===== src/rtl/minisrc_control_sequencer_pkg.sv =====
// Shared types and constants for the Mini SRC control sequencer: state encoding,
// opcode values and instruction-register field positions.
package minisrc_ctrl_pkg;

  typedef enum logic [3:0] {
    ST_IDLE,
    ST_T0,
    ST_T1,
    ST_T2,
    ST_T3,
    ST_T4,
    ST_T5,
    ST_HALT,
    ST_FAULT
  } state_t;

  localparam logic [4:0] OP_REG3_LO = 5'b00011;
  localparam logic [4:0] OP_ROL     = 5'b01011;
  localparam logic [4:0] OP_REG3_HI = OP_ROL;
  localparam logic [4:0] OP_NOP     = 5'b11010;
  localparam logic [4:0] OP_HALT    = 5'b11011;

  localparam int OP_MSB    = 31;
  localparam int RA_MSB    = 26;
  localparam int RB_MSB    = 22;
  localparam int RC_MSB    = 18;
  localparam int REG_IDX_W = 4;

  function automatic logic is_reg3(input logic [4:0] op);
    return (op >= OP_REG3_LO) && (op <= OP_REG3_HI);
  endfunction

endpackage


===== src/rtl/minisrc_control_sequencer_if.sv =====
// Datapath/memory strobe bundle between the control sequencer (master) and the
// Mini SRC datapath (slave).
interface minisrc_control_sequencer_if #(
  parameter int NUM_REGS = 16,
  parameter int OPC_W    = 5
);
  logic                PC_out, MAR_in, IncPC, Z_in, Zlow_out, PC_in;
  logic                Read, MDR_in, MDR_out, IR_in, Y_in;
  logic [NUM_REGS-1:0] R_out;
  logic [NUM_REGS-1:0] R_in;
  logic [OPC_W-1:0]    alu_instruction;
  logic                mem_ready;
  logic [31:0]         IR_Data;

  modport master (
    output PC_out, MAR_in, IncPC, Z_in, Zlow_out, PC_in,
    output Read, MDR_in, MDR_out, IR_in, Y_in,
    output R_out, R_in, alu_instruction,
    input  mem_ready, IR_Data
  );

  modport slave (
    input  PC_out, MAR_in, IncPC, Z_in, Zlow_out, PC_in,
    input  Read, MDR_in, MDR_out, IR_in, Y_in,
    input  R_out, R_in, alu_instruction,
    output mem_ready, IR_Data
  );
endinterface


===== src/rtl/minisrc_control_sequencer_reg_select.sv =====
// 4-bit register index to one-hot select decoder; all-zero when disabled or when
// the index is beyond NUM_REGS.
module minisrc_reg_select
  import minisrc_ctrl_pkg::*;
#(
  parameter int NUM_REGS = 16
) (
  input  logic                 en,
  input  logic [REG_IDX_W-1:0] sel,
  output logic [NUM_REGS-1:0]  onehot
);

  always_comb begin
    onehot = '0;
    for (int i = 0; i < NUM_REGS; i++) begin
      if (en && (32'(sel) == i)) onehot[i] = 1'b1;
    end
  end

endmodule


===== src/rtl/minisrc_control_sequencer.sv =====
// Moore control unit stepping the Mini SRC datapath through fetch (T0-T2) and a
// three-register ALU execute (T3-T5); all strobes decode from state + IR_Data.
module minisrc_control_sequencer
  import minisrc_ctrl_pkg::*;
#(
  parameter int NUM_REGS    = 16,
  parameter int OPC_W       = 5,
  parameter int MEM_TIMEOUT = 16
) (
  input  logic                        clk,
  input  logic                        clr,
  input  logic                        run,
  minisrc_control_sequencer_if.master bus,
  output logic                        busy,
  output logic                        halted,
  output logic                        fault
);

  localparam logic [7:0] TIMEOUT_LAST = 8'(MEM_TIMEOUT - 1);

  state_t               state, state_nxt;
  logic [7:0]           wait_cnt, wait_cnt_nxt;
  logic [OPC_W-1:0]     op;
  logic [REG_IDX_W-1:0] ra, rb, rc, rout_sel;
  logic                 rout_en, rin_en;
  logic                 ir_unused_bits;

  assign op = bus.IR_Data[OP_MSB -: OPC_W];
  assign ra = bus.IR_Data[RA_MSB -: REG_IDX_W];
  assign rb = bus.IR_Data[RB_MSB -: REG_IDX_W];
  assign rc = bus.IR_Data[RC_MSB -: REG_IDX_W];
  assign ir_unused_bits = ^bus.IR_Data[RC_MSB-REG_IDX_W:0];

  always_ff @(posedge clk or negedge clr) begin
    if (!clr) begin
      state    <= ST_IDLE;
      wait_cnt <= '0;
    end else begin
      state    <= state_nxt;
      wait_cnt <= wait_cnt_nxt;
    end
  end

  always_comb begin
    state_nxt           = state;
    wait_cnt_nxt        = '0;
    bus.PC_out          = 1'b0;
    bus.MAR_in          = 1'b0;
    bus.IncPC           = 1'b0;
    bus.Z_in            = 1'b0;
    bus.Zlow_out        = 1'b0;
    bus.PC_in           = 1'b0;
    bus.Read            = 1'b0;
    bus.MDR_in          = 1'b0;
    bus.MDR_out         = 1'b0;
    bus.IR_in           = 1'b0;
    bus.Y_in            = 1'b0;
    bus.alu_instruction = '0;
    rout_en             = 1'b0;
    rout_sel            = rb;
    rin_en              = 1'b0;
    unique case (state)
      ST_IDLE: if (run) state_nxt = ST_T0;
      ST_T0: begin
        bus.PC_out = 1'b1;
        bus.MAR_in = 1'b1;
        bus.IncPC  = 1'b1;
        bus.Z_in   = 1'b1;
        state_nxt  = ST_T1;
      end
      // Strobes stay up while memory is slow; re-loading PC from unchanged Z is benign.
      ST_T1: begin
        bus.Zlow_out = 1'b1;
        bus.PC_in    = 1'b1;
        bus.Read     = 1'b1;
        bus.MDR_in   = 1'b1;
        if (bus.mem_ready)                state_nxt = ST_T2;
        else if (wait_cnt == TIMEOUT_LAST) state_nxt = ST_FAULT;
        else                              wait_cnt_nxt = wait_cnt + 8'd1;
      end
      ST_T2: begin
        bus.MDR_out = 1'b1;
        bus.IR_in   = 1'b1;
        state_nxt   = ST_T3;
      end
      ST_T3: begin
        if (is_reg3(op)) begin
          rout_en    = 1'b1;
          bus.Y_in   = 1'b1;
          state_nxt  = ST_T4;
        end else if (op == OP_NOP) begin
          state_nxt = run ? ST_T0 : ST_IDLE;
        end else if (op == OP_HALT) begin
          state_nxt = ST_HALT;
        end else begin
          state_nxt = ST_FAULT;
        end
      end
      ST_T4: begin
        rout_en             = 1'b1;
        rout_sel            = rc;
        bus.alu_instruction = op;
        bus.Z_in            = 1'b1;
        state_nxt           = ST_T5;
      end
      ST_T5: begin
        bus.Zlow_out = 1'b1;
        rin_en       = 1'b1;
        state_nxt    = run ? ST_T0 : ST_IDLE;
      end
      ST_HALT, ST_FAULT: state_nxt = state;
      default: state_nxt = ST_IDLE;
    endcase
  end

  minisrc_reg_select #(.NUM_REGS(NUM_REGS)) u_rout_sel (
    .en     (rout_en),
    .sel    (rout_sel),
    .onehot (bus.R_out)
  );

  minisrc_reg_select #(.NUM_REGS(NUM_REGS)) u_rin_sel (
    .en     (rin_en),
    .sel    (ra),
    .onehot (bus.R_in)
  );

  assign busy   = (state inside {ST_T0, ST_T1, ST_T2, ST_T3, ST_T4, ST_T5});
  assign halted = (state == ST_HALT);
  assign fault  = (state == ST_FAULT);

endmodule


===== src/flat_wrapper.sv =====
// flat-port wrapper written by rule: the top's interface ports become plain ports
module minisrc_control_sequencer_flat import minisrc_ctrl_pkg::*;
#(
  parameter int NUM_REGS    = 16,
  parameter int OPC_W       = 5,
  parameter int MEM_TIMEOUT = 16
)
  (clk, clr, run, busy, halted, fault, bus_PC_out, bus_MAR_in, bus_IncPC, bus_Z_in, bus_Zlow_out, bus_PC_in, bus_Read, bus_MDR_in, bus_MDR_out, bus_IR_in, bus_Y_in, bus_R_out, bus_R_in, bus_alu_instruction, bus_mem_ready, bus_IR_Data);
  minisrc_control_sequencer_if #(.NUM_REGS(NUM_REGS), .OPC_W(OPC_W)) bus_i ();
  input  logic clk;
  input  logic clr;
  input  logic run;
  output logic busy;
  output logic halted;
  output logic fault;
  output wire logic [$bits(bus_i.PC_out)-1:0] bus_PC_out;
  output wire logic [$bits(bus_i.MAR_in)-1:0] bus_MAR_in;
  output wire logic [$bits(bus_i.IncPC)-1:0] bus_IncPC;
  output wire logic [$bits(bus_i.Z_in)-1:0] bus_Z_in;
  output wire logic [$bits(bus_i.Zlow_out)-1:0] bus_Zlow_out;
  output wire logic [$bits(bus_i.PC_in)-1:0] bus_PC_in;
  output wire logic [$bits(bus_i.Read)-1:0] bus_Read;
  output wire logic [$bits(bus_i.MDR_in)-1:0] bus_MDR_in;
  output wire logic [$bits(bus_i.MDR_out)-1:0] bus_MDR_out;
  output wire logic [$bits(bus_i.IR_in)-1:0] bus_IR_in;
  output wire logic [$bits(bus_i.Y_in)-1:0] bus_Y_in;
  output wire logic [$bits(bus_i.R_out)-1:0] bus_R_out;
  output wire logic [$bits(bus_i.R_in)-1:0] bus_R_in;
  output wire logic [$bits(bus_i.alu_instruction)-1:0] bus_alu_instruction;
  input wire logic [$bits(bus_i.mem_ready)-1:0] bus_mem_ready;
  input wire logic [$bits(bus_i.IR_Data)-1:0] bus_IR_Data;
  assign bus_PC_out = bus_i.PC_out;
  assign bus_MAR_in = bus_i.MAR_in;
  assign bus_IncPC = bus_i.IncPC;
  assign bus_Z_in = bus_i.Z_in;
  assign bus_Zlow_out = bus_i.Zlow_out;
  assign bus_PC_in = bus_i.PC_in;
  assign bus_Read = bus_i.Read;
  assign bus_MDR_in = bus_i.MDR_in;
  assign bus_MDR_out = bus_i.MDR_out;
  assign bus_IR_in = bus_i.IR_in;
  assign bus_Y_in = bus_i.Y_in;
  assign bus_R_out = bus_i.R_out;
  assign bus_R_in = bus_i.R_in;
  assign bus_alu_instruction = bus_i.alu_instruction;
  assign bus_i.mem_ready = bus_mem_ready;
  assign bus_i.IR_Data = bus_IR_Data;
  minisrc_control_sequencer #(.NUM_REGS(NUM_REGS), .OPC_W(OPC_W), .MEM_TIMEOUT(MEM_TIMEOUT)) u_core (.clk(clk), .clr(clr), .run(run), .bus(bus_i), .busy(busy), .halted(halted), .fault(fault));
endmodule

===== config.mk =====
export PLATFORM = sky130hd
export DESIGN_NAME = minisrc_control_sequencer_flat
export DESIGN_NICKNAME = d
export VERILOG_FILES = /design/src/rtl/minisrc_control_sequencer_pkg.sv /design/src/rtl/minisrc_control_sequencer_if.sv /design/src/rtl/minisrc_control_sequencer_reg_select.sv /design/src/rtl/minisrc_control_sequencer.sv /design/src/flat_wrapper.sv
export SDC_FILE = /design/constraint.sdc
export NUM_CORES = 1
export LEC_CHECK = 0
export ABC_AREA = 0
export CAP_MARGIN = 10
export CORE_ASPECT_RATIO = 1.1
export CORE_MARGIN = 1
export CORE_UTILIZATION = 34
export DETAILED_ROUTE_END_ITERATION = 8
export GPL_TIMING_DRIVEN = 0
export PLACE_DENSITY = 0.82
export SLEW_MARGIN = 30
export SYNTH_ARGS = -nofsm -noshare
export SYNTH_HDL_FRONTEND = slang
export SYNTH_SLANG_ARGS = --single-unit
export TNS_END_PERCENT = 1

===== constraint.sdc =====
create_clock -name clk -period 5 [get_ports clk]
set_input_delay 1.25 -clock clk [delete_from_list [all_inputs] [get_ports clk]]
set_output_delay 1.25 -clock clk [all_outputs]
set_load 0.01 [all_outputs]

# [After elaboration in Yosys (flattened, before gate mapping)]
# Index checks and enable logic that the tools add are counted.
[word_totals] regBits=12 input_bits=36 word_cells=144
[op_classes] add_sub_neg=1 magnitude_cmp=2 eq_ne=43 n_mux=54 bitwise=1 reduce_logical=41
[ops] cell="$eq A4 B4 Y1 const B" count=17
[ops] cell="$eq A4 B3 Y1 const B" count=12
[ops] cell="$mux W1" count=41
[ops] cell="$logic_and A1 B1 Y1" count=33
[ops] cell="$pmux W4 S8" count=1
[ops] cell="$mux W4" count=7
[ops] cell="$eq A4 B2 Y1 const B" count=6
[ops] cell="$mux W8" count=3
[ops] cell="$eq A4 B1 Y1 const B" count=3
[ops] cell="$logic_not A4 Y1" count=3
[ops] cell="$eq A5 B5 Y1 const B" count=2
[ops] cell="$add A8 B1 Y8 const B" count=1
[ops] cell="$eq A8 B4 Y1 const B" count=1
[ops] cell="$reduce_bool A6 Y1" count=1
[ops] cell="$reduce_or A2 Y1" count=3
[ops] cell="$ge A5 B2 Y1 const B" count=1
[ops] cell="$le A5 B4 Y1 const B" count=1
[ops] cell="$mux W5" count=1
[ops] cell="$ne A3 B2 Y1 const B" count=1
[ops] cell="$reduce_and A3 Y1" count=1
[ops] cell="$ne A2 B2 Y1 const B" count=1
[ops] cell="$pmux W1 S2" count=1
[ops] cell="$not A1 Y1" count=1

# [Depth between registers and ports, before layout]
# Gate-level depths: netlist of the first run.
[depth] depth_word=6 depth_mapped=5 mapped_depth_nobuf=5

# [Hierarchy]
# From an unflattened synthesis of the first run, not the netlist that was laid out.
[unflattened] cells_unflattened=151 hier_area_um2=1192.4
[modules_own_cells] mod="minisrc_control_sequencer" n_inst=1 cells_per_inst=105 area_per_inst_um2=957.2
[modules_own_cells] mod="minisrc_reg_select" n_inst=2 cells_per_inst=23 area_per_inst_um2=117.6

# [Worst setup path before layout of the first run]
# Ideal clock, no wire load.
[synth_path] kind="input port to output port" from="input bus_IR_Data[29]" to="output bus_R_out[12]" t_arrival_ps=2046 t_required_ps=3750 path_slack_ps=1704 cell_stages=4 path_cell_list="a21o_1 > nor4_1 > o21ba_2 > nor2b_1"
[synth_via] elab_chain_cells=6 elab_cells_between_ends=7 cone_classes="order compare: 2; mux: 3; reduce/logical: 2"
[synth_lines] item="start: declaration" line="flat_wrapper.sv:31" source="input wire logic [$bits(bus_i.IR_Data)-1:0] bus_IR_Data;"
[synth_lines] item="$ge A5 B2 Y1 or $le A5 B4 Y1 (tied branches)" line="minisrc_control_sequencer_pkg.sv:30" source="return (op >= OP_REG3_LO) && (op <= OP_REG3_HI);"
[synth_lines] item="$logic_and A1 B1 Y1 (*)" line="minisrc_control_sequencer_pkg.sv:30"
[synth_lines] item="$mux W1 (*)" line="minisrc_control_sequencer.sv:87" source="if (is_reg3(op)) begin"
[synth_lines] item="$pmux W1 S2 (*)" line="minisrc_control_sequencer.sv:62" source="unique case (state)"
[synth_lines] item="$logic_and A1 B1 Y1 (*)" line="minisrc_control_sequencer_reg_select.sv:16" source="if (en && (32'(sel) == i)) onehot[i] = 1'b1;"
[synth_lines] item="$mux W1 (*)" line="minisrc_control_sequencer_reg_select.sv:16"
[synth_lines] item="end: declaration" line="flat_wrapper.sv:27" source="output wire logic [$bits(bus_i.R_out)-1:0] bus_R_out;"
# Every way passes the cells marked *; elsewhere a longest branch is shown, timed or not.

# [Final worst setup path of the first run]
[layout_path] from="input bus_IR_Data[30]" to="output bus_R_out[6]"
# The elaborated chain is that of the path after synthesis.

==> impl_metrics.prom, run 1 <==
# TYPE chip_impl_metric gauge
chip_impl_metric{name="cts_setup_buffers",unit=""} 0
chip_impl_metric{name="io-pin-count",unit=""} 87
chip_impl_metric{name="yosys_register_bits",unit=""} 12
chip_impl_metric{name="clock_latency_of_the_later_clocked_register_in_the_worst_skew_pair",unit="ns"} 0.26
chip_impl_info{name="worst_r2r_endpoint",value="u_core.state[3]"} 1
chip_impl_metric{name="drc_errors",unit=""} 14
chip_impl_metric{name="hold_viol",unit=""} 0
chip_impl_metric{name="synthDistinctLibCells",unit=""} 39
chip_impl_metric{name="dp.final_hpwl",unit="um"} 2660
chip_impl_metric{name="viasPerCell",unit=""} 5.01
chip_impl_metric{name="grt_first_pass_wirelength",unit="um"} 5400
chip_impl_metric{name="final.hold.worst_slack",unit="ns"} 0.465
chip_impl_metric{name="holdBufCountCts",unit=""} 0
chip_impl_metric{name="fin_setup_tns",unit="ns"} 0
chip_impl_info{name="crit_start_category",value="input pin"} 1
chip_impl_metric{name="total_number_of_clock_tree_sinks",unit=""} 12
chip_impl_info{name="status",value="finished with violations"} 1
chip_impl_metric{name="total_leakage_power",unit="nW"} 0.746
chip_impl_metric{name="synth_warnings",unit=""} 0
chip_impl_metric{name="cts_resized",unit=""} 0
chip_impl_metric{name="mappedNetlistArea",unit="mm2"} 0.00112
chip_impl_metric{name="detail_route.iter0.violations",unit=""} 67
chip_impl_metric{name="dr_vias",unit=""} 1338
chip_impl_metric{name="fp.dieH",unit="um"} 62.2
chip_impl_metric{name="final_critical_path_setup_slack",unit="ns"} 0.639
chip_impl_metric{name="insertedDiodeCount",unit=""} 0
chip_impl_metric{name="syn_avg_cell_area",unit="um2"} 7.09
chip_impl_info{name="final_common_cell",value="sky130_fd_sc_hd__clkdlybuf4s50_1"} 1
chip_impl_metric{name="layout_nets",unit=""} 271
chip_impl_metric{name="utilization",unit=""} 0.616
chip_impl_metric{name="clk_pin_slew",unit="ns"} 0.07
chip_impl_metric{name="worst_ep_arrival_time",unit="ns"} 3.11
chip_impl_metric{name="post_drt_wl_per_cell",unit="um"} 12.0
chip_impl_metric{name="worst_hold_path.num_cells",unit=""} 1
chip_impl_metric{name="worst-r2r-setup-slack",unit="ns"} 2.93
chip_impl_info{name="r2r_start",value="u_core.state[1]"} 1
chip_impl_info{name="min_delay_worst_endpoint",value="u_core.wait_cnt[0]"} 1
chip_impl_metric{name="floorplan.initialDensity",unit=""} 0.361
chip_impl_metric{name="worst_slew_margin_rel",unit=""} 0.596
chip_impl_metric{name="routed_wl",unit="um"} 3200
chip_impl_metric{name="worstPathMaxFanout",unit=""} 4
chip_impl_metric{name="die_area",unit="mm2"} 0.00353
chip_impl_metric{name="placer_congestion_estimate",unit=""} 0.785
chip_impl_metric{name="setup_viol",unit=""} 0
chip_impl_info{name="hold_path_class",value="flop to flop"} 1
chip_impl_metric{name="firstDrtPassIters",unit=""} 6
chip_impl_metric{name="grt_util_all_layers",unit=""} 0.186
chip_impl_metric{name="finalNonFillerCells",unit=""} 267
chip_impl_info{name="layout_common_cells",value="71 x sky130_fd_sc_hd__clkdlybuf4s50_1, 41 x sky130_fd_sc_hd__nor2_1, 12 x sky130_fd_sc_hd__nor3_1, 12 x sky130_fd_sc_hd__dfrtp_1"} 1
chip_impl_info{name="crit_path_end_kind",value="output port"} 1
chip_impl_metric{name="postLayoutCellArea",unit="mm2"} 0.00191
chip_impl_metric{name="place_inst",unit=""} 263
chip_impl_metric{name="port_buffers",unit=""} 71
chip_impl_metric{name="htree_num_levels",unit=""} 1
chip_impl_metric{name="sequential_fraction_of_the_synthesis_area",unit=""} 0.268
chip_impl_metric{name="floorplan.core_area",unit="mm2"} 0.00310
chip_impl_metric{name="grt_antenna_before_repair",unit=""} 0
chip_impl_metric{name="ff2ff_path_depth",unit=""} 5
chip_impl_metric{name="critPathRequiredTime",unit="ns"} 3.75
chip_impl_metric{name="final.setup_skew",unit="ns"} 0.00805
chip_impl_metric{name="grt_start_max_net_pins",unit=""} 13
chip_impl_metric{name="syn_to_final_growth",unit="%"} 70.5
chip_impl_metric{name="cts_buffer_depth",unit=""} 2
chip_impl_metric{name="powerDensity",unit="mW/mm2"} 307
chip_impl_metric{name="die_width",unit="um"} 56.7
chip_impl_metric{name="final_min_period_over_clock_period",unit=""} 0.872
chip_impl_info{name="beginning_of_the_worst_hold_path",value="u_core.wait_cnt[0]"} 1
chip_impl_metric{name="worst_case_setup_slack_after_placement",unit="ns"} 0.641
chip_impl_metric{name="final-max-slew-violation-count",unit=""} 0
chip_impl_info{name="timing_worst_setup_path_type",value="input pin to output port"} 1
chip_impl_metric{name="asyncSetResetFlopFracSynth",unit=""} 1.00
chip_impl_metric{name="tightest_slew",unit="ns"} 0.602
chip_impl_metric{name="globalRouteOverflowTotal",unit=""} 0
chip_impl_info{name="setup_repair_after_global_routing_missed_its_margin",value="false"} 1
chip_impl_metric{name="maxClockFrequency",unit="MHz"} 229
chip_impl_metric{name="post-layout-total-power",unit="mW"} 0.585
chip_impl_metric{name="post_route_cells_drive_above_1_share",unit=""} 0.0558
chip_impl_info{name="clock_tree_from_tritoncts",value="yes"} 1
chip_impl_info{name="failing_checks",value="DRC"} 1
chip_impl_info{name="startpoint",value="bus_IR_Data[30]"} 1
chip_impl_metric{name="timing.max_cap.violations",unit=""} 0
chip_impl_metric{name="synth_edf_count",unit=""} 0
chip_impl_metric{name="placement_rows",unit=""} 21
chip_impl_metric{name="post_synth_inst_count",unit=""} 158
chip_impl_metric{name="grt_pass1_vias",unit=""} 1170
chip_impl_metric{name="antenna_violating_nets_post_route",unit=""} 0
chip_impl_info{name="synth_flop_cell",value="sky130_fd_sc_hd__dfrtp_1"} 1
chip_impl_metric{name="ir_worst_vdd",unit="mV"} 0.210
chip_impl_metric{name="synth_nets",unit=""} 195
chip_impl_metric{name="total_cell_area_at_the_placement_stage",unit="mm2"} 0.00187
chip_impl_metric{name="period_needed",unit="ns"} 4.36
chip_impl_info{name="cts_root_buf",value="sky130_fd_sc_hd__clkbuf_4"} 1
chip_impl_metric{name="numCtsBuffers",unit=""} 3
registers in the layout (all words and copies together) (netlist names):
register / cells
u_core.wait_cnt: 8
u_core.state: 4
worst max-delay path: stages:
cell	delay, ns
sky130_fd_sc_hd__clkdlybuf4s50_1	0.51
sky130_fd_sc_hd__a211oi_1	0.09
sky130_fd_sc_hd__nor4_1	0.40
sky130_fd_sc_hd__o21bai_1	0.18
sky130_fd_sc_hd__nor2_1	0.13
sky130_fd_sc_hd__clkdlybuf4s50_1	0.55
cell families (layout without fill, tap and decap cells):
logic type      after synthesis  in the layout  synth area share
buf+inv                      18             93            0.0771
compound gates               21             21             0.133
flops                        12             12             0.268
fa+ha+maj                     1              1            0.0112
mux                           1              1           0.00894
simple gates                 99             99             0.455
xor+xnor                      6              6            0.0469
where the power goes:
| group | total, mW | internal, mW | switching [mW] | leakage (nW) |
|---|---|---|---|---|
| registers | 0.130 | 0.114 | 0.0153 | 0.163 |
| clock network | 0.0749 | 0.0441 | 0.0307 | 0.0210 |
| logic | 0.381 | 0.198 | 0.183 | 0.561 |
| total | 0.585 | 0.357 | 0.229 | 0.746 |
worst max-delay path by stage:
stage,depth (start not counted),end
global placement,6,bus_R_out[2]
global route,6,bus_R_out[12]
CTS,6,bus_R_out[15]
detailed placement,6,bus_R_out[13]
floorplan,4,bus_R_out[12]
finish,6,bus_R_out[6]
cell usage after synthesis (all sizes together) (2+ instances only):
cell type   n  share of area
nor2       41           0.14
dfrtp      12           0.27
nor3       12          0.054
and2        8          0.045
nand2b      8          0.045
inv         7          0.023
clkbuf      6          0.020
nand2       6          0.020
buf         5          0.034
a31oi       4          0.022
nor2b       4          0.022
nand3       3          0.013
nor3b       3          0.020
nor4        3          0.017
o211ai      3          0.020
o21ai       3          0.013
xnor2       3          0.023
xor2        3          0.023
a21o        2          0.013
a21oi       2         0.0089
and3        2          0.011
per-layer routing:
metal / vias to the layer above / part of all wire / track usage
met5: - / 0 / 0
met4: 0 / 0 / 0.0281
met3: 0 / 0.054 / 0.0208
met2: 43 / 0.49 / 0.318
met1: 602 / 0.46 / 0.254
li1: 693 / - / -
area by class of cell:
type | instances | area [um2]
Multi-Input combinational cell | 128 | 733
Sequential cell | 12 | 300
Tap cell | 34 | 42.5
Inverter | 7 | 26.3
Clock buffer | 4 | 36.3
Fill cell | 286 | 1190
Buffer | 11 | 60.1
Timing Repair Buffer | 71 | 711
No activity file was read; power rests on OpenSTA's default activity.
==> run 2: changes to the inputs <==
--- a/config.mk
+++ b/config.mk
@@ -5,14 +5,14 @@
 export SDC_FILE = /design/constraint.sdc
 export NUM_CORES = 1
 export LEC_CHECK = 0
-export ABC_AREA = 0
+export ABC_AREA = 1
 export CAP_MARGIN = 10
 export CORE_ASPECT_RATIO = 1.1
 export CORE_MARGIN = 1
 export CORE_UTILIZATION = 34
 export DETAILED_ROUTE_END_ITERATION = 8
 export GPL_TIMING_DRIVEN = 0
-export PLACE_DENSITY = 0.82
+export PLACE_DENSITY = 0.79
 export SLEW_MARGIN = 30
 export SYNTH_ARGS = -nofsm -noshare
 export SYNTH_HDL_FRONTEND = slang
==> run 2 against run 1 <==
The run now ends clean. Clock power is 5.2% higher. Die area is 8.5% higher. Worst hold slack improved by 0.0033 ns. Register-to-register slack better by 0.66 ns. Combinational power about the same. Critical endpoint is now bus_R_out[5]. Via count is 7.4% higher. Flip-flop and latch count stayed put. First-iteration DRC count down 45%. Utilization down 1.8 points. Worst setup slack better by 0.072 ns. Global-route usage fell by 1.7 points.
==> impl_metrics.prom, run 2 <==
# TYPE chip_impl_metric gauge
chip_impl_metric{name="critPathMaxStageDelay",unit="ns"} 0.54
chip_impl_metric{name="final.setup_skew",unit="ns"} 0.00326
chip_impl_info{name="worst_r2r_endpoint",value="u_core.state[0]"} 1
chip_impl_metric{name="grt_pass1_vias",unit=""} 1316
chip_impl_metric{name="worst_hold_path.num_cells",unit=""} 1
chip_impl_metric{name="viasPerCell",unit=""} 4.46
chip_impl_metric{name="dr_vias",unit=""} 1437
chip_impl_metric{name="die_width",unit="um"} 59.1
chip_impl_info{name="netlist.top_cell.by_area",value="sky130_fd_sc_hd__dfrtp_1"} 1
chip_impl_info{name="synth_flop_cell",value="sky130_fd_sc_hd__dfrtp_1"} 1
chip_impl_info{name="registers_with_the_most_flip_flops",value="u_core.wait_cnt x8, u_core.state x4"} 1
chip_impl_metric{name="total_number_of_clock_tree_sinks",unit=""} 12
chip_impl_metric{name="switching_share",unit=""} 0.423
chip_impl_metric{name="p_int",unit="mW"} 0.340
chip_impl_metric{name="layout_nets",unit=""} 312
chip_impl_metric{name="clock_power_share",unit=""} 0.134
chip_impl_metric{name="sequential_fraction_of_the_synthesis_area",unit=""} 0.246
chip_impl_metric{name="fp.dieH",unit="um"} 64.8
chip_impl_metric{name="grt_antenna_before_repair",unit=""} 0
chip_impl_metric{name="final_critical_path_setup_slack",unit="ns"} 0.711
chip_impl_metric{name="worst-r2r-setup-slack",unit="ns"} 3.59
chip_impl_metric{name="setup_viol",unit=""} 0
chip_impl_metric{name="detail_route.iter0.violations",unit=""} 37
chip_impl_metric{name="globalRouteOverflowTotal",unit=""} 0
chip_impl_metric{name="ir_worst_vdd",unit="mV"} 0.121
chip_impl_metric{name="final_min_period_over_clock_period",unit=""} 0.858
chip_impl_metric{name="clk_pin_slew",unit="ns"} 0.08
chip_impl_metric{name="total_cell_area_at_the_placement_stage",unit="mm2"} 0.00199
chip_impl_metric{name="timing.max_cap.violations",unit=""} 0
chip_impl_metric{name="synthDistinctLibCells",unit=""} 23
chip_impl_info{name="beginning_of_the_worst_hold_path",value="u_core.wait_cnt[0]"} 1
chip_impl_metric{name="dr_wl_met2",unit="um"} 1480
chip_impl_metric{name="routed_wl",unit="um"} 3090
chip_impl_info{name="cts_root_buf",value="sky130_fd_sc_hd__clkbuf_4"} 1
chip_impl_metric{name="numCtsBuffers",unit=""} 3
chip_impl_metric{name="post_drt_wl_per_cell",unit="um"} 9.61
chip_impl_metric{name="worst_slew_margin_rel",unit=""} 0.633
chip_impl_metric{name="worstPathMaxFanout",unit=""} 7
chip_impl_metric{name="fin_setup_tns",unit="ns"} 0
chip_impl_metric{name="cts_buffer_depth",unit=""} 2
chip_impl_metric{name="floorplan.initialDensity",unit=""} 0.360
chip_impl_metric{name="holdBufCountCts",unit=""} 0
chip_impl_metric{name="placer_congestion_estimate",unit=""} 0.799
chip_impl_metric{name="yosys_register_bits",unit=""} 12
chip_impl_metric{name="mappedNetlistArea",unit="mm2"} 0.00122
chip_impl_info{name="topRoutingLayerUsed",value="met4"} 1
chip_impl_metric{name="placement_rows",unit=""} 22
chip_impl_info{name="crit_start_category",value="input pin"} 1
chip_impl_info{name="largest_register",value="u_core.wait_cnt"} 1
chip_impl_metric{name="die_area",unit="mm2"} 0.00383
chip_impl_metric{name="io-pin-count",unit=""} 87
chip_impl_metric{name="floorplan.core_area",unit="mm2"} 0.00339
chip_impl_info{name="crit_path_end_kind",value="output port"} 1
chip_impl_metric{name="tightest_slew",unit="ns"} 0.548
chip_impl_metric{name="detailroute.wirelength.met3",unit="um"} 210
chip_impl_info{name="min_delay_worst_endpoint",value="u_core.wait_cnt[0]"} 1
chip_impl_info{name="worstPathCellList",value="clkdlybuf4s50_1 -> a21oi_1 -> nand3_1 -> nand2_4 -> nand3_2 -> nor2_1 -> clkdlybuf4s50_1"} 1
chip_impl_info{name="status",value="complete, no violations"} 1
chip_impl_metric{name="cts_setup_buffers",unit=""} 0
chip_impl_info{name="hold_path_class",value="flop to flop"} 1
chip_impl_metric{name="cts_resized",unit=""} 0
chip_impl_metric{name="postLayoutCellArea",unit="mm2"} 0.00203
chip_impl_metric{name="firstDrtPassIters",unit=""} 4
chip_impl_metric{name="area_share_of_the_largest_cell_type_after_synthesis",unit=""} 0.246
chip_impl_info{name="setup_repair_after_global_routing_missed_its_margin",value="false"} 1
chip_impl_metric{name="maxClockFrequency",unit="MHz"} 233
chip_impl_info{name="synth_area_leaders",value="sky130_fd_sc_hd__dfrtp_1 25%, sky130_fd_sc_hd__nor2_1 18%, sky130_fd_sc_hd__nand2_1 12%, sky130_fd_sc_hd__inv_1 8.6%, sky130_fd_sc_hd__nand3_1 6.6%"} 1
chip_impl_metric{name="hold_viol",unit=""} 0
chip_impl_metric{name="port_buffers",unit=""} 71
chip_impl_metric{name="drc_errors",unit=""} 0
chip_impl_metric{name="post-layout-total-power",unit="mW"} 0.590
chip_impl_info{name="final_common_cell",value="sky130_fd_sc_hd__clkdlybuf4s50_1"} 1
chip_impl_info{name="r2r_start",value="u_core.wait_cnt[0]"} 1
chip_impl_metric{name="syn_to_final_growth",unit="%"} 66.2
chip_impl_metric{name="antenna_violating_nets_post_route",unit=""} 0
chip_impl_metric{name="final-max-slew-violation-count",unit=""} 0
chip_impl_metric{name="period_needed",unit="ns"} 4.29
chip_impl_metric{name="post_synth_inst_count",unit=""} 199
chip_impl_metric{name="ff2ff_path_depth",unit=""} 9
chip_impl_metric{name="grt_util_all_layers",unit=""} 0.169
chip_impl_metric{name="share_seq_of_total_power",unit=""} 0.225
chip_impl_metric{name="worst_case_setup_slack_after_placement",unit="ns"} 0.702
chip_impl_metric{name="grt_first_pass_wirelength",unit="um"} 5160
chip_impl_metric{name="clock_latency_of_the_later_clocked_register_in_the_worst_skew_pair",unit="ns"} 0.27
chip_impl_info{name="synth_common_cells",value="58 x sky130_fd_sc_hd__nor2_1, 40 x sky130_fd_sc_hd__nand2_1, 28 x sky130_fd_sc_hd__inv_1, 16 x sky130_fd_sc_hd__nand3_1, 12 x sky130_fd_sc_hd__dfrtp_1"} 1
chip_impl_info{name="timing_worst_setup_path_type",value="input pin to output port"} 1
chip_impl_metric{name="power.share.combinational",unit=""} 0.642
chip_impl_metric{name="powerDensity",unit="mW/mm2"} 291
chip_impl_metric{name="htree_num_levels",unit=""} 1
chip_impl_metric{name="insertedDiodeCount",unit=""} 0
chip_impl_info{name="library_cell_with_the_highest_instance_count_after_synthesis",value="sky130_fd_sc_hd__nor2_1"} 1
chip_impl_info{name="path_delay_family",value="buffers and inverters"} 1
chip_impl_info{name="layout_common_cells",value="71 x sky130_fd_sc_hd__clkdlybuf4s50_1, 58 x sky130_fd_sc_hd__nor2_1, 40 x sky130_fd_sc_hd__nand2_1"} 1
chip_impl_metric{name="dp.final_hpwl",unit="um"} 2640
chip_impl_info{name="clock_tree_from_tritoncts",value="yes"} 1
chip_impl_metric{name="grt_start_max_net_pins",unit=""} 13
chip_impl_metric{name="critPathRequiredTime",unit="ns"} 3.75
chip_impl_metric{name="detail_route.wirelength.met1",unit="um"} 1330
chip_impl_metric{name="power_switching",unit="mW"} 0.250
chip_impl_metric{name="synth_edf_count",unit=""} 0
chip_impl_metric{name="worst_ep_arrival_time",unit="ns"} 3.04
chip_impl_metric{name="utilization",unit=""} 0.598
chip_impl_metric{name="worstPathBufferInverterCount",unit=""} 2
chip_impl_metric{name="synth_warnings",unit=""} 0
chip_impl_metric{name="asyncSetResetFlopFracSynth",unit=""} 1.00
chip_impl_metric{name="largest_register_ff_count",unit=""} 8
chip_impl_metric{name="synth_nets",unit=""} 236
chip_impl_metric{name="post_route_cells_drive_above_1_share",unit=""} 0.146
chip_impl_metric{name="syn_avg_cell_area",unit="um2"} 6.12
chip_impl_info{name="crit_path_frequent_cell",value="sky130_fd_sc_hd__clkdlybuf4s50_1"} 1
chip_impl_info{name="cp_slowest_cell",value="sky130_fd_sc_hd__clkdlybuf4s50_1"} 1
chip_impl_metric{name="total_leakage_power",unit="nW"} 0.950
## run 2: kinds of logic after synthesis
kind of cell / after synthesis / share of synthesized area
and+or+nand+nor: 133 / 0.496
DFF: 12 / 0.246
AOI/OAI and AO/OA: 13 / 0.0955
adders and majority gates: 1 / 0.0103
buffers and inverters: 40 / 0.152
## run 2: routing by layer
| layer | up-vias | track usage |
|---|---|---|
| met3 | 8 | 0.0319 |
| met1 | 616 | 0.209 |
| met4 | 0 | 0.0536 |
| met2 | 60 | 0.290 |
| met5 | - | 0 |
| li1 | 753 | - |
## run 2: power groups by stage
stage	sequential [mW]	clock, mW	combinational [mW]
detailed placement	0.135	0	0.380
floorplan	0.130	0	0.232
finish	0.133	0.0788	0.379
global placement	0.134	0	0.376
CTS	0.133	0.0778	0.382
global route	0.137	0.0816	0.419
## run 2: worst max-delay path by stage
stage	startpoint	endpoint	slack, ns	cells after the start
2_1_floorplan	bus_IR_Data[29]	bus_R_out[0]	1.78	5
3_5_place_dp	bus_IR_Data[30]	bus_R_out[5]	0.70	7
6_report	bus_IR_Data[30]	bus_R_out[5]	0.71	7
3_3_place_gp	bus_IR_Data[31]	bus_R_out[14]	0.73	7
5_1_grt	bus_IR_Data[31]	bus_R_out[15]	0.57	7
4_1_cts	bus_IR_Data[30]	bus_R_out[5]	0.70	7
## run 2: cell type report
class                           count  area [um2]
Fill cell                         322        1360
Sequential cell                    12         300
Multi-Input combinational cell    147         733
Buffer                              6        57.6
Inverter                           34         128
Timing Repair Buffer               71         711
Clock buffer                        4        36.3
Tap cell                           48        60.1
## run 2: through the flow
stage / cells / hold WS (ns)
floorplan: 199 / 0.430
global placement: 318 / 0.453
detailed placement: 318 / 0.459
CTS: 322 / 0.470
global route: 322 / 0.515
finish: 322 / 0.468
==> run 3: changes to the inputs <==
--- a/config.mk
+++ b/config.mk
@@ -6,14 +6,13 @@
 export NUM_CORES = 1
 export LEC_CHECK = 0
 export ABC_AREA = 1
-export CAP_MARGIN = 10
+export CAP_MARGIN = 20
 export CORE_ASPECT_RATIO = 1.1
 export CORE_MARGIN = 1
-export CORE_UTILIZATION = 34
+export CORE_UTILIZATION = 38
 export DETAILED_ROUTE_END_ITERATION = 8
 export GPL_TIMING_DRIVEN = 0
-export PLACE_DENSITY = 0.79
-export SLEW_MARGIN = 30
+export PLACE_DENSITY = 0.87
 export SYNTH_ARGS = -nofsm -noshare
 export SYNTH_HDL_FRONTEND = slang
 export SYNTH_SLANG_ARGS = --single-unit
==> run 3 against run 2 <==
Global-route usage rose by 1.4 points. Clock skew fell by 0.0017 ns. Critical path type unchanged. Final area fell by 0.86%. Combinational power barely moved. Worst setup slack got worse by 0.042 ns. Power is 0.16% lower. Highest routed layer unchanged. Critical path depth unchanged. Sequential share of layout area grew 0.13 points.
==> impl_metrics.prom, run 3 (synthesized netlist as in run 2, its figures left out) <==
# TYPE chip_impl_metric gauge
chip_impl_metric{name="total_number_of_clock_tree_sinks",unit=""} 12
chip_impl_metric{name="fp.dieH",unit="um"} 61.4
chip_impl_metric{name="grt_first_pass_wirelength",unit="um"} 5100
chip_impl_metric{name="syn_to_final_growth",unit="%"} 64.8
chip_impl_metric{name="holdBufCountCts",unit=""} 0
chip_impl_info{name="status",value="complete, no violations"} 1
chip_impl_metric{name="utilization",unit=""} 0.659
chip_impl_metric{name="grt_pass1_vias",unit=""} 1273
chip_impl_info{name="registers_with_the_most_flip_flops",value="u_core.wait_cnt x8, u_core.state x4"} 1
chip_impl_metric{name="hold_viol",unit=""} 0
chip_impl_info{name="setup_repair_after_global_routing_missed_its_margin",value="false"} 1
chip_impl_metric{name="largest_register_ff_count",unit=""} 8
chip_impl_info{name="worstPathCellList",value="clkdlybuf4s50_1 -> a21oi_1 -> nand3_1 -> nand2_4 -> nand3_1 -> nor2_1 -> clkdlybuf4s50_1"} 1
chip_impl_metric{name="total_cell_area_at_the_placement_stage",unit="mm2"} 0.00197
chip_impl_metric{name="viasPerCell",unit=""} 4.71
chip_impl_metric{name="grt_util_all_layers",unit=""} 0.183
chip_impl_metric{name="postLayoutCellArea",unit="mm2"} 0.00201
chip_impl_metric{name="final-max-slew-violation-count",unit=""} 0
chip_impl_metric{name="cts_buffer_depth",unit=""} 2
chip_impl_metric{name="critPathMaxStageDelay",unit="ns"} 0.57
chip_impl_metric{name="routed_wl",unit="um"} 3080
chip_impl_metric{name="area_of_combinational_cells_with_multiple_inputs",unit="um2"} 733
chip_impl_info{name="cp_slowest_cell",value="sky130_fd_sc_hd__clkdlybuf4s50_1"} 1
chip_impl_metric{name="setup_viol",unit=""} 0
chip_impl_info{name="layout_common_cells",value="71 x sky130_fd_sc_hd__clkdlybuf4s50_1, 58 x sky130_fd_sc_hd__nor2_1, 40 x sky130_fd_sc_hd__nand2_1"} 1
chip_impl_info{name="crit_start_category",value="input pin"} 1
chip_impl_metric{name="worst_slew_margin_rel",unit=""} 0.648
chip_impl_metric{name="detail_route.iter0.violations",unit=""} 59
chip_impl_metric{name="fin_setup_tns",unit="ns"} 0
chip_impl_info{name="largest_register",value="u_core.wait_cnt"} 1
chip_impl_metric{name="htree_num_levels",unit=""} 1
chip_impl_metric{name="dp.final_hpwl",unit="um"} 2660
chip_impl_metric{name="placement_rows",unit=""} 21
chip_impl_metric{name="fill_cells",unit=""} 300
chip_impl_metric{name="clock_latency_of_the_later_clocked_register_in_the_worst_skew_pair",unit="ns"} 0.27
chip_impl_metric{name="numCtsBuffers",unit=""} 3
chip_impl_metric{name="drc_errors",unit=""} 0
chip_impl_metric{name="worstPathMaxFanout",unit=""} 7
chip_impl_metric{name="globalRouteOverflowTotal",unit=""} 0
chip_impl_info{name="cts_root_buf",value="sky130_fd_sc_hd__clkbuf_4"} 1
chip_impl_metric{name="powerDensity",unit="mW/mm2"} 293
chip_impl_metric{name="floorplan.core_area",unit="mm2"} 0.00305
chip_impl_metric{name="grt_antenna_before_repair",unit=""} 0
chip_impl_metric{name="port_buffers",unit=""} 71
chip_impl_info{name="clock_tree_from_tritoncts",value="yes"} 1
chip_impl_metric{name="finalNonFillerCells",unit=""} 308
chip_impl_metric{name="dr_vias",unit=""} 1450
chip_impl_metric{name="worst_ep_arrival_time",unit="ns"} 3.08
chip_impl_metric{name="maxClockFrequency",unit="MHz"} 231
chip_impl_info{name="final_common_cell",value="sky130_fd_sc_hd__clkdlybuf4s50_1"} 1
chip_impl_metric{name="total_leakage_power",unit="nW"} 0.950
chip_impl_metric{name="final_min_period_over_clock_period",unit=""} 0.866
chip_impl_info{name="timing_worst_setup_path_type",value="input pin to output port"} 1
chip_impl_metric{name="timing.max_cap.violations",unit=""} 0
chip_impl_metric{name="final.setup_skew",unit="ns"} 0.00159
chip_impl_metric{name="layout_nets",unit=""} 312
chip_impl_metric{name="place_inst",unit=""} 304
chip_impl_metric{name="ir_worst_vdd",unit="mV"} 0.272
chip_impl_metric{name="final.hold.worst_slack",unit="ns"} 0.469
chip_impl_metric{name="tightest_slew",unit="ns"} 0.526
chip_impl_metric{name="post_drt_wl_per_cell",unit="um"} 10.0
chip_impl_metric{name="floorplan.initialDensity",unit=""} 0.400
chip_impl_metric{name="insertedDiodeCount",unit=""} 0
chip_impl_metric{name="die_area",unit="mm2"} 0.00344
chip_impl_metric{name="die_width",unit="um"} 56.0
chip_impl_metric{name="period_needed",unit="ns"} 4.33
chip_impl_metric{name="firstDrtPassIters",unit=""} 4
chip_impl_info{name="hold_path_class",value="flop to flop"} 1
chip_impl_metric{name="critPathRequiredTime",unit="ns"} 3.75
chip_impl_metric{name="cts_setup_buffers",unit=""} 0
chip_impl_metric{name="post_route_cells_drive_above_1_share",unit=""} 0.146
chip_impl_metric{name="cts_resized",unit=""} 0
chip_impl_metric{name="io-pin-count",unit=""} 87
chip_impl_metric{name="clk_pin_slew",unit="ns"} 0.07
chip_impl_metric{name="grt_start_max_net_pins",unit=""} 13
chip_impl_metric{name="antenna_violating_nets_post_route",unit=""} 0
chip_impl_info{name="crit_path_end_kind",value="output port"} 1
chip_impl_metric{name="placer_congestion_estimate",unit=""} 0.827
chip_impl_metric{name="seq_area",unit="um2"} 300
==> run 3: path summary, 6_finish.rpt <==
kind                               startpoint            endpoint  slack (ns)  cells after the start
min in group asynchronous                 clr     u_core.state[3]        1.32                      1
max reg2reg                   u_core.state[3]     u_core.state[0]        3.58                      8
min reg2reg                u_core.wait_cnt[0]  u_core.wait_cnt[0]        0.47                      1
max in group asynchronous                 clr  u_core.wait_cnt[7]        3.34                      1
max                           bus_IR_Data[30]       bus_R_out[14]        0.67                      7
min                        u_core.wait_cnt[0]  u_core.wait_cnt[0]        0.47                      1
==> run 3: worst max-delay path, delay by kind of cell <==
family | cells | cell delay [ns]
AO/OA/AOI/OAI | 1 | 0.22
AND/OR/NAND/NOR | 4 | 0.59
buffers and inverters | 2 | 1.01
==> run 3: metrics by stage <==
stage / power, mW / worst slack [ns]
global placement: 0.507 / 0.757
detailed placement: 0.514 / 0.682
global route: 0.640 / 0.581
CTS: 0.594 / 0.678
floorplan: 0.362 / 1.78
finish: 0.589 / 0.669
==> run 3: power breakdown <==
part / total, mW / internal [mW] / switching (mW)
registers: 0.132 / 0.113 / 0.0187
logic: 0.380 / 0.183 / 0.197
clock network: 0.0774 / 0.0443 / 0.0331
total: 0.589 / 0.340 / 0.248
==> run 3: area by class of cell <==
cell class                      count  share of cell area
Buffer                              6              0.0287
Clock buffer                        4              0.0181
Inverter                           34              0.0636
Multi-Input combinational cell    147               0.365
Sequential cell                    12               0.150
Tap cell                           34              0.0212
Timing Repair Buffer               71               0.354
==> run 3: metal layers <==
metal | global-route usage | up-vias | share of wire
met5 | 0 | - | 0
met4 | 0.0523 | 0 | 0.011
met3 | 0.0420 | 6 | 0.068
met2 | 0.332 | 63 | 0.49
met1 | 0.222 | 627 | 0.43
li1 | - | 754 | -
